===== config.mk =====
export PLATFORM = sky130hd
export DESIGN_NAME = rr_arbiter4
export DESIGN_NICKNAME = d
export VERILOG_FILES = /design/src/rtl/rr_arbiter4.sv
export SDC_FILE = /design/constraint.sdc
export NUM_CORES = 1
export LEC_CHECK = 0
export CAP_MARGIN = 20
export CORE_AREA = 2 2 44 46
export CTS_BUF_LIST = sky130_fd_sc_hd__clkbuf_2 sky130_fd_sc_hd__clkbuf_4 sky130_fd_sc_hd__clkbuf_8
export DETAILED_ROUTE_END_ITERATION = 6
export DIE_AREA = 0 0 46 48
export PLACE_DENSITY = 0.67
export SLEW_MARGIN = 40
export SYNTH_ARGS = -nofsm -noshare
export SYNTH_HDL_FRONTEND = slang
export SYNTH_SLANG_ARGS = --single-unit

===== constraint.sdc =====
create_clock -name clk -period 3.81 [get_ports clk]
set_clock_uncertainty 0.2 [all_clocks]
set_input_delay 0.762 -clock clk [delete_from_list [all_inputs] [get_ports clk]]
set_output_delay 0.762 -clock clk [all_outputs]
set_load 0.05 [all_outputs]

===== src/rtl/rr_arbiter4.sv =====
// ============================================================================
// rr_arbiter4 : four-requester round-robin arbiter, registered grant outputs.
// Optional ARB_TIMEOUT_EN macro adds a hold-time limit and a preempt pulse.
// Revision: 1.0
// ============================================================================
`default_nettype none

module rr_arbiter4 #(
    parameter int HOLD_MAX = 8
) (
    input  logic       clk,
    input  logic       rst,
    input  logic [3:0] req,
    input  logic [3:0] done,
    output logic [3:0] gnt,
    output logic [1:0] gnt_idx,
    output logic       gnt_valid
`ifdef ARB_TIMEOUT_EN
    ,
    output logic       preempt
`endif
);

    if (HOLD_MAX < 1 || HOLD_MAX > 255) begin : g_hold_max_range
        $error("rr_arbiter4: HOLD_MAX must be in 1..255");
    end

    typedef enum logic {
        IDLE  = 1'b0,
        GRANT = 1'b1
    } state_t;

    state_t     r_state, w_state_nxt;
    logic [1:0] r_ptr, w_ptr_nxt;
    logic [3:0] w_gnt_nxt;
    logic [1:0] w_idx_nxt;
    logic       w_valid_nxt;

    logic [1:0] w_base;
    logic       w_found;
    logic [1:0] w_win;
    logic       w_release;
    logic       w_rotate;

    // First set request at or after base, wrapping modulo 4.
    function automatic logic [2:0] pick_first(input logic [3:0] r, input logic [1:0] base);
        logic       found;
        logic [1:0] idx;
        found = 1'b0;
        idx   = 2'd0;
        for (int k = 3; k >= 0; k--) begin
            if (r[base + 2'(k)]) begin
                found = 1'b1;
                idx   = base + 2'(k);
            end
        end
        return {found, idx};
    endfunction

    // While granted, the search starts just past the owner so hand-off has no bubble.
    assign w_base            = (r_state == GRANT) ? (gnt_idx + 2'd1) : r_ptr;
    assign {w_found, w_win}  = pick_first(req, w_base);
    assign w_release         = done[gnt_idx] | ~req[gnt_idx];

`ifdef ARB_TIMEOUT_EN
    logic [7:0] r_cnt, w_cnt_nxt;
    logic       w_preempt_nxt;
    logic       w_expire;

    assign w_expire = (r_cnt == 8'(HOLD_MAX - 1));
    assign w_rotate = w_release | w_expire;
`else
    assign w_rotate = w_release;
`endif

    always_comb begin
        w_state_nxt = r_state;
        w_ptr_nxt   = r_ptr;
        w_gnt_nxt   = gnt;
        w_idx_nxt   = gnt_idx;
        w_valid_nxt = gnt_valid;
`ifdef ARB_TIMEOUT_EN
        w_cnt_nxt     = r_cnt;
        w_preempt_nxt = 1'b0;
`endif
        case (r_state)
            IDLE: begin
                if (w_found) begin
                    w_state_nxt = GRANT;
                    w_gnt_nxt   = 4'b0001 << w_win;
                    w_idx_nxt   = w_win;
                    w_valid_nxt = 1'b1;
`ifdef ARB_TIMEOUT_EN
                    w_cnt_nxt   = 8'd0;
`endif
                end
            end
            GRANT: begin
                if (w_rotate) begin
                    w_ptr_nxt = gnt_idx + 2'd1;
`ifdef ARB_TIMEOUT_EN
                    w_preempt_nxt = w_expire & ~w_release;
                    w_cnt_nxt     = 8'd0;
`endif
                    if (w_found) begin
                        w_gnt_nxt   = 4'b0001 << w_win;
                        w_idx_nxt   = w_win;
                    end else begin
                        w_state_nxt = IDLE;
                        w_gnt_nxt   = 4'b0000;
                        w_valid_nxt = 1'b0;
                    end
                end else begin
`ifdef ARB_TIMEOUT_EN
                    w_cnt_nxt = r_cnt + 8'd1;
`endif
                end
            end
            default: begin
                w_state_nxt = IDLE;
                w_gnt_nxt   = 4'b0000;
                w_valid_nxt = 1'b0;
            end
        endcase
    end

    always_ff @(posedge clk or posedge rst) begin
        if (rst) begin
            r_state   <= IDLE;
            r_ptr     <= 2'd0;
            gnt       <= 4'b0000;
            gnt_idx   <= 2'd0;
            gnt_valid <= 1'b0;
        end else begin
            r_state   <= w_state_nxt;
            r_ptr     <= w_ptr_nxt;
            gnt       <= w_gnt_nxt;
            gnt_idx   <= w_idx_nxt;
            gnt_valid <= w_valid_nxt;
        end
    end

`ifdef ARB_TIMEOUT_EN
    always_ff @(posedge clk or posedge rst) begin
        if (rst) begin
            r_cnt   <= 8'd0;
            preempt <= 1'b0;
        end else begin
            r_cnt   <= w_cnt_nxt;
            preempt <= w_preempt_nxt;
        end
    end
`endif

endmodule

`default_nettype wire


Word-level counts from Yosys, hierarchy flattened --
Index checks and enable logic that the tools add are counted.
Word-level totals: register bits 10, input bits 10, output and inout port bits 7
Cells by class: $add $sub $neg 4, $lt $le $gt $ge 5, equal/unequal tests 3, shifts and indexed selects 1, muxes and demuxes 35, bitwise operators 3, reduce and logical (&&, ||, !) cells 3
Operators with widths (count):
- less-than comparator 2 x 3 -> 1 bit (second input constant) | 5
- 2-to-1 mux 1 bit | 15
- 2-to-1 mux 2 bit | 7
- binary-select mux 1 bit (select 2 bit) | 6
- 2-to-1 mux 4 bit | 3
- case mux 4 bit (2 select lines) | 1
- adder 2 x 1 -> 2 bit (second input constant) | 2
- adder 2 bit (second input constant) | 2
- != test 2 bit (second input constant) | 2
- case mux 1 bit (2 select lines) | 2
- case mux 2 bit (2 select lines) | 1
- AND reduction 2 bit | 2
- << shifter 1 x 2 -> 4 bit (first input constant) | 1
- AND reduction 3 bit | 1
- != test 2 x 1 -> 1 bit (second input constant) | 1
- NOT 1 bit | 2
- bitwise OR 1 bit | 1

Logic depth before layout (Yosys ltp) --
depth after elaboration 13, depth in mapped cells 7

Least setup slack after synthesis --
Ideal clock, no wire load.
path kind in2reg, start point input req[1], end point register gnt_idx[0], library setup time 125 ps, arrival time 1956 ps, required time 3485 ps, path slack 1529 ps, stages 5, path buffers 0, cells stage by stage nor2b_1 > mux4_2 > and2_4 > nor2_4 > mux2_4
On the way: word-level cells in the longest chain between the ends 9
Ends and longest elaborated chain:
- start: declaration | RTL line 13 | input logic [3:0] req,
- binary-select mux 1 bit (select 2 bit) | RTL line 52 | if (r[base + 2'(k)]) begin
- 2-to-1 mux 1 bit (not written as such) | RTL line 52
- 2-to-1 mux 2 bit or 2-to-1 mux 1 bit (tied branches) (4 in a row) | RTL line 52
- 2-to-1 mux 2 bit | RTL line 88, 105
- 2-to-1 mux 2 bit | RTL line 99 | if (w_rotate) begin
- case mux 2 bit (2 select lines) | RTL line 86 | case (r_state)
- end signal: assignment | RTL line 138 | gnt_idx <= w_idx_nxt;
- end: declaration | RTL line 16 | output logic [1:0] gnt_idx,
Several ways; a longest one is shown, not always the timed one. The select of a mux whose other input is x is not followed. A chain may end at the register's enable or synchronous reset.

Final worst setup path --
start point input req[3], end point register gnt_idx[0]
The elaborated chain is that of the path after synthesis.

==> impl_metrics.toml <==
[sta]
fin_ws_ns = 1.14
grt_setup_unrepaired = "false"
hold_viol = 0
worst_slew_margin_rel_pct = 55.8
fin_tns_setup_ns = 0
worst_slew_pin_slew_ns = 0.658
fin_crit_ns = 2.67
period_share_pct = 70.2
fmax_mhz = 374
setup_viol = 0
finalMaxSlewViolations = 0

[synthesis]
ys.flop_type = "dfrtp_1"
synth_top_family_by_area = "simple AND/OR/NAND/NOR gates"
syn_inst = 69
synthAdderAreaFrac_pct = 1.54
synth_xor_area_share_pct = 1.34
synth_area_um2 = 652
synth_compound_area_share_pct = 16.7
synth_seq_cells = 10
seq_area_frac_synth_pct = 38.4
muxShareOfSynthArea_pct = 10.6
syn-num-nets = 79
synth_edf_count = 0
synth_cell_type_count = 33
async_flop_share_pct = 100
syn_area_per_cell_um2 = 9.45
synth_warnings = 0
synthSimpleGateAreaFrac_pct = 27.1

[floorplan]
initial_utilization_pct = 38.6
coreArea_um2 = 1690
die_area_um2 = 2210
die_x_um = 46
num_io_pins = 17
die_h_um = 48
row_count = 15

[clocking]
cts_buffer_depth = 2
holdBufCountCts = 0
cts_setup_buffers = 0
cts_root_buffer = "clkbuf_4"
cts-resized-gates = 0
htreeDepth = 1
cts.clk_slew.worst_paths_ns = 0.06
tritoncts = "done"
clock-sinks = 10
clock_latency_ns = 0.26
cts_buffers = 3

[finish]
syn_to_final_growth_pct = 29.8
final_net_count = 98
drive_above_1_share_pct = 14.0
antenna_cells = 0
final_area_um2 = 846
fillCellCount = 155
utilization_pct = 50.1

[grt]
grt_pass1_wl_um = 2090
grt_overflow = 0
gr-usage-met3_pct = 4.53
grt_use_total_pct = 13.7
grt_pass1_vias = 462
grt_use_met1_pct = 18.0
grt.met2_usage_pct = 21.1
busiest_layer = "met2"
grt_max_degree = 12
antenna_found_initial = 0

[placed_design]
port_buffers = 16
hpwl_um = 1070
dp_slack_ns = 0.865
place.gp.congestion = 0.832
dpl-instance-area_um2 = 823

[worst_setup_path]
crit_fanout = 8
crit_arrival_ns = 2.62
cp-start-kind = "input port"
cp.required_ns = 3.76
path_class = "input port to flip-flop"
end_kind = "flip-flop"

[drt]
drcViolationCount = 0
viasPerCell = 5.55
avgRoutedWirePerCell_um = 13.2
drt_first_pass_iters = 4
drtAntennaViolNets = 0
drt_first_iter_violations = 28
vias = 572
drt_wl_total_um = 1360

[power_and_ir_drop]
vdd_drop_max_v = 0.000282
p_leak_nw = 0.363
power_mw = 0.637
power_density_nw_per_um2 = 753

[worst_hold_path]
hp-class = "flip-flop to flip-flop"

[status]
status = "complete, no violations"

[job]
cap_viol_max_count = 0
[final timing paths]
check                              to  slack [ns]  cells after the start       start
setup reg to reg           gnt_idx[0]        1.74                      5  gnt_idx[1]
hold / removal                 gnt[2]        0.29                      2      gnt[2]
setup / recovery           gnt_idx[0]        1.14                      6      req[3]
hold reg to reg                gnt[2]        0.29                      2      gnt[2]
max in group asynchronous    r_ptr[1]        2.55                      2         rst
min in group asynchronous      gnt[3]        0.58                      2         rst
[state kept, by name (all words and copies together), names as in the netlist]
name       flops
gnt_idx        2
r_state        1
gnt_valid      1
r_ptr          2
gnt            4
[report_power, final]
group / internal, mW / switching (mW)
logic: 0.155 / 0.215
registers: 0.148 / 0.0485
clock network: 0.0364 / 0.0336
[synth_stat cells (all sizes together) (2+ instances only)]
| cell | count | area share (%) |
|---|---|---|
| dfrtp | 10 | 38 |
| nand2 | 8 | 5.0 |
| o21ai | 8 | 6.1 |
| nor2b | 6 | 5.8 |
| inv | 5 | 2.9 |
| nor2 | 4 | 3.5 |
| o211ai | 3 | 3.5 |
| buf | 2 | 1.5 |
| mux2 | 2 | 4.0 |
| mux2i | 2 | 3.1 |
| nor3b | 2 | 2.3 |
[per-stage QoR]
stage,hold slack [ns],std cells
2_1_floorplan,0.324,69
3_3_place_gp,0.281,100
3_5_place_dp,0.282,100
4_1_cts,0.296,103
5_1_grt,0.318,103
6_report,0.286,103
[layout make-up]
cell class / instances / area (um^2) / share of cell area, %
well taps: 17 / 21.3 / 2.51
inverters: 5 / 18.8 / 2.22
repair buffers: 16 / 160 / 18.9
flip-flops and latches: 10 / 250 / 29.6
multi-input cells: 52 / 373 / 44.1
clock buffers: 3 / 22.5 / 2.66
[critical path, cell delays in order]
cell	delay (ns)
clkdlybuf4s50_1	0.53
nor2b_1	0.19
mux4_2	0.49
and2_4	0.20
nor2_4	0.14
mux2_4	0.31
[layout by cell type (no fill, tap or decap), types with 2 or more instances in the layout]
master / Yosys / layout
mux2i_1: 2 / 2
o211ai_1: 3 / 3
o21ai_1: 4 / 4
nor2_1: 3 / 3
nand2_1: 7 / 7
clkbuf_4: 0 / 3
inv_1: 4 / 4
clkdlybuf4s50_1: 0 / 16
o21ai_0: 4 / 4
nor2b_1: 6 / 6
nor3b_1: 2 / 2
dfrtp_1: 10 / 10
[per-layer routing]
metal | vias up | part of all wire (%)
li1 | 285 | -
met1 | 265 | 46
met2 | 19 | 47
met3 | 3 | 5.1
met4 | 0 | 1.2
met5 | - | 0
[kinds of logic (layout without fill, tap and decap cells)]
group,after synthesis,after routing
flip-flops,10,10
buffers and inverters,7,24
multiplexers,5,5
AND/OR/NAND/NOR,28,28
XOR/XNOR,1,1
AO/OA/AOI/OAI,17,17
adder cells (fa/ha/maj),1,1
(Power assumes the default switching activity.)
